`src/rtl/ws2811_serializer_pkg.sv`:
```
// rtl/ws2811_serializer_pkg.sv - shared FSM states, 50 MHz timing defaults and pixel packing
package ws2811_serializer_pkg;

   // Frame/pixel FSM encoding
   localparam logic [1:0] ST_IDLE     = 2'd0;
   localparam logic [1:0] ST_PREFETCH = 2'd1;
   localparam logic [1:0] ST_SEND     = 2'd2;
   localparam logic [1:0] ST_RESET    = 2'd3;

   // Default timing for a 50 MHz system clock
   localparam int DEF_NUM_LEDS  = 50;
   localparam int DEF_BIT_CYC   = 63;
   localparam int DEF_T0H_CYC   = 20;
   localparam int DEF_T1H_CYC   = 40;
   localparam int DEF_RESET_CYC = 3000;
   localparam int DEF_FETCH_CYC = 64;
   localparam int DEF_ORDER_GRB = 0;

   localparam int PIXEL_BITS = 24;

   // Arrange one pixel in wire order, first byte in the top bits
   function automatic logic [23:0] pack_pixel(input logic grb,
                                              input logic [7:0] r,
                                              input logic [7:0] g,
                                              input logic [7:0] b);
      return grb ? {g, r, b} : {r, g, b};
   endfunction

endpackage

```
`src/rtl/ws2811_bit_encoder.sv`:
```
// rtl/ws2811_bit_encoder.sv - one WS2811 bit slot: high time set by the bit value, fixed period
module ws2811_bit_encoder
   import ws2811_serializer_pkg::*;
#(
   parameter int BIT_CYC = DEF_BIT_CYC,
   parameter int T0H_CYC = DEF_T0H_CYC,
   parameter int T1H_CYC = DEF_T1H_CYC
) (
   input  logic clk,
   input  logic rst_n,
   input  logic start,
   input  logic bit_val,
   output logic dout,
   output logic bit_done
);

   localparam int CW = $clog2(BIT_CYC);
   localparam logic [CW-1:0] LAST = CW'(BIT_CYC - 1);
   localparam logic [CW-1:0] T0H  = CW'(T0H_CYC);
   localparam logic [CW-1:0] T1H  = CW'(T1H_CYC);

   logic          active;
   logic [CW-1:0] cnt;
   logic          bit_r;

   // Slot counter; a start on the bit_done cycle chains the next slot with no gap
   always_ff @(posedge clk or negedge rst_n) begin
      if (!rst_n) begin
         active <= 1'b0;
         cnt    <= '0;
         bit_r  <= 1'b0;
      end else if (start) begin
         active <= 1'b1;
         cnt    <= '0;
         bit_r  <= bit_val;
      end else if (active) begin
         if (cnt == LAST) begin
            active <= 1'b0;
            cnt    <= '0;
         end else begin
            cnt <= cnt + CW'(1);
         end
      end
   end

   // Line is high for the first T0H/T1H clocks of the slot; reset clears active so it drops at once
   assign dout     = active && (cnt < (bit_r ? T1H : T0H));
   assign bit_done = active && (cnt == LAST);

endmodule

```
`src/rtl/ws2811_serializer.sv`:
```
// rtl/ws2811_serializer.sv - frame/pixel sequencer that fetches RGB upstream and drives the WS2811 line
module ws2811_serializer
   import ws2811_serializer_pkg::*;
#(
   parameter int NUM_LEDS  = DEF_NUM_LEDS,
   parameter int BIT_CYC   = DEF_BIT_CYC,
   parameter int T0H_CYC   = DEF_T0H_CYC,
   parameter int T1H_CYC   = DEF_T1H_CYC,
   parameter int RESET_CYC = DEF_RESET_CYC,
   parameter int FETCH_CYC = DEF_FETCH_CYC,
   parameter int ORDER_GRB = DEF_ORDER_GRB
) (
   input  logic       clk,
   input  logic       rst_n,
   input  logic       enable,
   input  logic [7:0] red,
   input  logic [7:0] green,
   input  logic [7:0] blue,
   output logic [7:0] ledindex,
   output logic       dout,
   output logic       busy,
   output logic       frame_done
);

   localparam int FW = $clog2(FETCH_CYC + 1);
   localparam int RW = $clog2(RESET_CYC + 1);
   localparam logic [7:0]    LAST_IDX   = 8'(NUM_LEDS - 1);
   localparam logic [FW-1:0] FETCH_LAST = FW'(FETCH_CYC - 1);
   localparam logic [RW-1:0] RESET_LAST = RW'(RESET_CYC - 1);
   localparam logic [RW-1:0] RESET_END  = RW'(RESET_CYC);
   localparam logic [4:0]    LAST_BIT   = 5'(PIXEL_BITS - 1);

   logic [1:0]    state;
   logic [FW-1:0] fetch_cnt;
   logic [RW-1:0] rst_cnt;
   logic [7:0]    pix_cnt;
   logic [4:0]    bit_idx;
   logic [23:0]   shift;
   logic [23:0]   next_buf;
   logic          next_valid;

   logic [23:0]   fetch_word;
   logic [7:0]    idx_step;
   logic          in_prefetch;
   logic          in_send;
   logic          in_reset;
   logic          fetch_hit;
   logic          has_next;
   logic          prefetch_done;
   logic          shift_bit;
   logic          pixel_end;
   logic          load_next;
   logic          frame_end;
   logic          bg_fetch;
   logic          reset_hit;
   logic          reset_end;
   logic          start_frame;
   logic          enc_start;
   logic          enc_bit;
   logic          enc_done;

   assign fetch_word    = pack_pixel(ORDER_GRB != 0, red, green, blue);
   // Index never runs past the last LED; it only returns to 0 at frame end
   assign idx_step      = (ledindex == LAST_IDX) ? ledindex : ledindex + 8'd1;

   assign in_prefetch   = (state == ST_PREFETCH);
   assign in_send       = (state == ST_SEND);
   assign in_reset      = (state == ST_RESET);
   assign fetch_hit     = (fetch_cnt == FETCH_LAST);
   assign has_next      = (pix_cnt != LAST_IDX);
   assign prefetch_done = in_prefetch && fetch_hit;
   assign shift_bit     = in_send && enc_done && (bit_idx != LAST_BIT);
   assign pixel_end     = in_send && enc_done && (bit_idx == LAST_BIT);
   assign load_next     = pixel_end && has_next;
   assign frame_end     = pixel_end && !has_next;
   assign bg_fetch      = in_send && has_next && !next_valid;
   assign reset_hit     = in_reset && (rst_cnt == RESET_LAST);
   assign reset_end     = in_reset && (rst_cnt == RESET_END);
   assign start_frame   = enable && ((state == ST_IDLE) || reset_end);

   // Next slot's bit: first bit of a fresh capture, first bit of the buffered pixel, or next shift bit
   assign enc_start     = prefetch_done || shift_bit || load_next;
   assign enc_bit       = prefetch_done ? fetch_word[23] :
                          load_next     ? next_buf[23]   : shift[22];

   // Frame sequencing; busy spans from frame start to the end of the latch period
   always_ff @(posedge clk or negedge rst_n) begin
      if (!rst_n) begin
         state      <= ST_IDLE;
         busy       <= 1'b0;
         frame_done <= 1'b0;
      end else begin
         frame_done <= reset_hit;
         case (state)
            ST_IDLE: begin
               if (enable) begin
                  state <= ST_PREFETCH;
                  busy  <= 1'b1;
               end
            end
            ST_PREFETCH: begin
               if (fetch_hit) state <= ST_SEND;
            end
            ST_SEND: begin
               if (frame_end) state <= ST_RESET;
            end
            ST_RESET: begin
               if (reset_end) begin
                  if (enable) begin
                     state <= ST_PREFETCH;
                  end else begin
                     state <= ST_IDLE;
                     busy  <= 1'b0;
                  end
               end
            end
            default: state <= ST_IDLE;
         endcase
      end
   end

   // Pixel index presented upstream and count of pixels already loaded for the wire
   always_ff @(posedge clk or negedge rst_n) begin
      if (!rst_n) begin
         ledindex <= 8'd0;
         pix_cnt  <= 8'd0;
      end else if (start_frame || frame_end) begin
         ledindex <= 8'd0;
      end else if (prefetch_done) begin
         ledindex <= idx_step;
         pix_cnt  <= 8'd0;
      end else if (load_next) begin
         ledindex <= idx_step;
         pix_cnt  <= pix_cnt + 8'd1;
      end
   end

   // Settling counter restarted on every ledindex change; holds once the buffer is filled
   always_ff @(posedge clk or negedge rst_n) begin
      if (!rst_n) begin
         fetch_cnt <= '0;
      end else if (start_frame || prefetch_done || load_next) begin
         fetch_cnt <= '0;
      end else if ((in_prefetch || bg_fetch) && !fetch_hit) begin
         fetch_cnt <= fetch_cnt + FW'(1);
      end
   end

   // Active pixel shift register, MSB on the wire first
   always_ff @(posedge clk or negedge rst_n) begin
      if (!rst_n) begin
         shift   <= 24'd0;
         bit_idx <= 5'd0;
      end else if (prefetch_done) begin
         shift   <= fetch_word;
         bit_idx <= 5'd0;
      end else if (load_next) begin
         shift   <= next_buf;
         bit_idx <= 5'd0;
      end else if (shift_bit) begin
         shift   <= {shift[22:0], 1'b0};
         bit_idx <= bit_idx + 5'd1;
      end
   end

   // Background capture of the following pixel while the current one shifts out
   always_ff @(posedge clk or negedge rst_n) begin
      if (!rst_n) begin
         next_buf   <= 24'd0;
         next_valid <= 1'b0;
      end else if (prefetch_done || load_next) begin
         next_valid <= 1'b0;
      end else if (bg_fetch && fetch_hit) begin
         next_buf   <= fetch_word;
         next_valid <= 1'b1;
      end
   end

   // Latch-period timer; the extra terminal count is the frame_done cycle
   always_ff @(posedge clk or negedge rst_n) begin
      if (!rst_n) begin
         rst_cnt <= '0;
      end else if (frame_end) begin
         rst_cnt <= '0;
      end else if (in_reset && !reset_end) begin
         rst_cnt <= rst_cnt + RW'(1);
      end
   end

   ws2811_bit_encoder #(
      .BIT_CYC (BIT_CYC),
      .T0H_CYC (T0H_CYC),
      .T1H_CYC (T1H_CYC)
   ) u_bit_encoder (
      .clk      (clk),
      .rst_n    (rst_n),
      .start    (enc_start),
      .bit_val  (enc_bit),
      .dout     (dout),
      .bit_done (enc_done)
   );

endmodule

```
`config.mk`:
```
export PLATFORM = sky130hd
export DESIGN_NAME = ws2811_serializer
export DESIGN_NICKNAME = d
export VERILOG_FILES = /design/src/rtl/ws2811_serializer_pkg.sv /design/src/rtl/ws2811_bit_encoder.sv /design/src/rtl/ws2811_serializer.sv
export SDC_FILE = /design/constraint.sdc
export NUM_CORES = 1
export LEC_CHECK = 0
export CAP_MARGIN = 20
export CORE_ASPECT_RATIO = 2
export CORE_MARGIN = 4
export CORE_UTILIZATION = 30
export CTS_CLUSTER_SIZE = 40
export DETAILED_ROUTE_END_ITERATION = 10
export PLACE_DENSITY = 0.46
export SYNTH_ARGS = -nofsm -noshare
export SYNTH_HDL_FRONTEND = slang
export SYNTH_SLANG_ARGS = --single-unit
```
`constraint.sdc`:
```
create_clock -name clk -period 3.9 [get_ports clk]
set_input_delay 0.78 -clock clk [delete_from_list [all_inputs] [get_ports clk]]
set_output_delay 0.78 -clock clk [all_outputs]
set_load 0.01 [all_outputs]
```
==> impl_metrics.toml <==
[sta]
final_hold_viol_count = 0
setup_tns_ns = 0
report.final.slew_viol_count = 0
setup_viol = 0
fin_skew_ns = 0.01274
worstMarginPinSlew_ns = 1.002
min_period_ns = 2.975
fmax_mhz = 336.1
grt_setup_unrepaired = "no"
slew_headroom_pct = 32.56
finalCritPeriodShare_pct = 76.29

[synthesis]
synth_top_flop_cell = "dfrtp_1"
synth_seq_cells = 100
synth.cell_area_sq_mm = 0.005202
synth_nets = 525
syn_inst = 480
synthesis.area_per_instance_sq_um = 10.84
synth_warnings = 0
yosysSeqAreaShare_pct = 48.10
synthArstFlopShare_pct = 100.0
synthDistinctLibCells = 53
synth_edf_count = 0

[clocking]
cts.repair.resized = 0
cts_root_buffer = "clkbuf_16"
cts_tree = "done"
clk_latency_ns = 0.35
clk_pin_slew_ns = 0.08
cts_sinks = 100
post-cts-setup-buffer-count = 0
cts_buffer_depth = 2
postCtsHoldBufs = 0
htreeDepth = 3
numCtsBuffers = 9

[critical_path]
cp_data_arrival_time_ns = 2.20
cp-end-kind = "output port"
path_max_fanout = 7
critPathKind = "reg2out"
worstPathRequired_ns = 3.12
r2r_cells = 8
start_kind = "flop"

[power_and_ir_drop]
pwr-share-clk_pct = 34.5
powerDensity_mw_per_mm2 = 418.2
combPwrFrac_pct = 18.0
p_int_mw = 1.762
ir_drop_v = 0.0001705
p_sw_mw = 0.7658
p_sw_share_pct = 30.29
p_leak_nw = 2.650
pwr-share-seq_pct = 47.5
power.total_mw = 2.528

[hold_path]
min_path_cells = 1
min_path_type = "reg2reg"

[floorplanning]
initial_core_util_pct = 30.72
num_rows = 67
dieArea_sq_mm = 0.01964
die_width_um = 101.1
core_area_sq_mm = 0.01693
io_pins = 38
die_h_um = 194.2

[placed_design]
placed_area_sq_mm = 0.005762
port_buffers = 37
gp_congestion = 0.7573
hpwl_um = 8112

[layout]
drive_above_1_share_pct = 11.70
insertedDiodeCount = 0
num-fill-cells = 1727
final_cell_mix = "dfrtp_1, nor2_1, clkdlybuf4s50_1"
area_delta_synth_final_pct = 16.19
final_common_cell = "dfrtp_1"
design_area_sq_mm = 0.006045
nets = 554

[global_route]
grt_usage_pct = 12.91
grt_pass1_vias = 4135
grt_overflow = 0
grt_max_degree = 65
antenna_found_initial = 0
grt_pass1_wl_um = 20540

[run_status]
status = "finished, final reports clean"

[route]
drtIter0Drc = 163
vias = 3897
dr.pass1.iters = 5
route.detailed.drc = 0
antenna_left = 0
via_per_inst = 5.413
wl_per_cell_um = 17.00
totalWireLength_um = 12240

[job]
cap_violations = 0
[path summary, 6_finish.rpt]
kind | end | from | slack [ns]
min in group asynchronous | next_buf[5]$_DFFE_PN0P_ | rst_n | 0.55
setup reg to reg | pix_cnt[3]$_DFFE_PN0P_ | state[0]$_DFFE_PN0P_ | 1.20
hold reg to reg | pix_cnt[7]$_DFFE_PN0P_ | pix_cnt[7]$_DFFE_PN0P_ | 0.51
max in group asynchronous | bit_idx[0]$_DFFE_PN0P_ | rst_n | 2.53
hold / removal | pix_cnt[7]$_DFFE_PN0P_ | pix_cnt[7]$_DFFE_PN0P_ | 0.51
setup / recovery | dout | u_bit_encoder.cnt[3]$_DFFE_PN0P_ | 0.92
[logic make-up after synthesis]
kind of cell             share of synthesized area (%)
multiplexers                                     7.648
AND/OR/NAND/NOR                                  16.98
XOR/XNOR                                         3.704
buffers and inverters                            3.391
flip-flops                                       48.10
adder cells (fa/ha/maj)                          4.329
AO/OA/AOI/OAI                                    15.85
[metal layers]
layer  GRT usage, %  part of all wire, %  vias to the layer above
li1               -                    -                     1840
met2          23.66                   54                       64
met3          1.801                  2.3                       18
met5              0                    0                        -
met1          14.59                   41                     1975
met4          5.079                  2.4                        0
[flip-flops by register name (all words and copies together), names as in the netlist]
register and cells:
bit_idx 5, busy 1, fetch_cnt 7, frame_done 1
ledindex 8, next_buf 24, next_valid 1, pix_cnt 8
rst_cnt 12, shift 23, state 2, u_bit_encoder.active 1
u_bit_encoder.bit_r 1, u_bit_encoder.cnt 6
[per-stage QoR]
step	setup WS (ns)	cells	util, %	hold WS, ns
after floorplan	1.711	480	-	0.4652
after global routing	0.7657	720	35.70	0.5250
after global placement	1.088	705	34.03	0.4891
after detailed placement	0.9870	705	34.03	0.4940
final	0.9247	720	35.70	0.5067
after CTS	0.8948	720	35.70	0.5072
[power by group through the flow]
stage,Sequential (mW),Combinational (mW),Clock (mW)
after floorplan,1.19,0.319,0
after global placement,1.22,0.444,0
after detailed placement,1.22,0.458,0
after CTS,1.20,0.462,0.903
after global routing,1.21,0.521,0.940
final,1.20,0.455,0.871
[area by class of cell]
cell class,instances,area [sq um],share of cell area [%]
clock buffers,9,225.2,3.726
clock inverters,6,57.56,0.9522
inverters,12,45.04,0.7452
multi-input cells,342,2535,41.94
flip-flops and latches,100,2502,41.40
well taps,207,259.0,4.285
repair buffers,44,420.4,6.955
[synth_stat cells, types with 2 or more instances]
cell      number  area [sq um]
a21o_1         2         15.01
a21oi_1       17         85.08
a221o_1       23         230.2
a31oi_1        5         31.28
a32oi_1       23         201.4
and3_1         7         43.79
and3b_1        2         17.52
and4_1         2         17.52
buf_2          9         45.04
buf_4          2         15.01
buf_6          2         22.52
clkbuf_1      12         45.04
dfrtp_1      100          2502
ha_1          18         225.2
inv_1         12         45.04
mux2_2         6         67.56
mux2_4        20         300.3
mux2i_1        3         30.03
nand2_1       25         93.84
nand2b_1       7         43.79
nand3_1       12         60.06
nand3b_1       3         22.52
nand4_1       12         75.07
nand4b_1       3         26.28
nor2_1        59         221.5
nor4_1         6         37.54
o21a_1         3         22.52
o21ai_0       21         105.1
o31ai_1        8         60.06
or2_2          2         12.51
or3_1          7         43.79
or4_1          6         45.04
xnor2_1        7         61.31
xor2_1        15         131.4
[worst max-delay path, cell delays in order (launching register included)]
cell	delay [ns]
dfrtp_1	0.46
ha_1	0.30
o21a_1	0.11
o21a_1	0.16
o21ai_0	0.13
and3b_1	0.17
clkdlybuf4s50_1	0.53
Power figures use the tool's default switching activity.
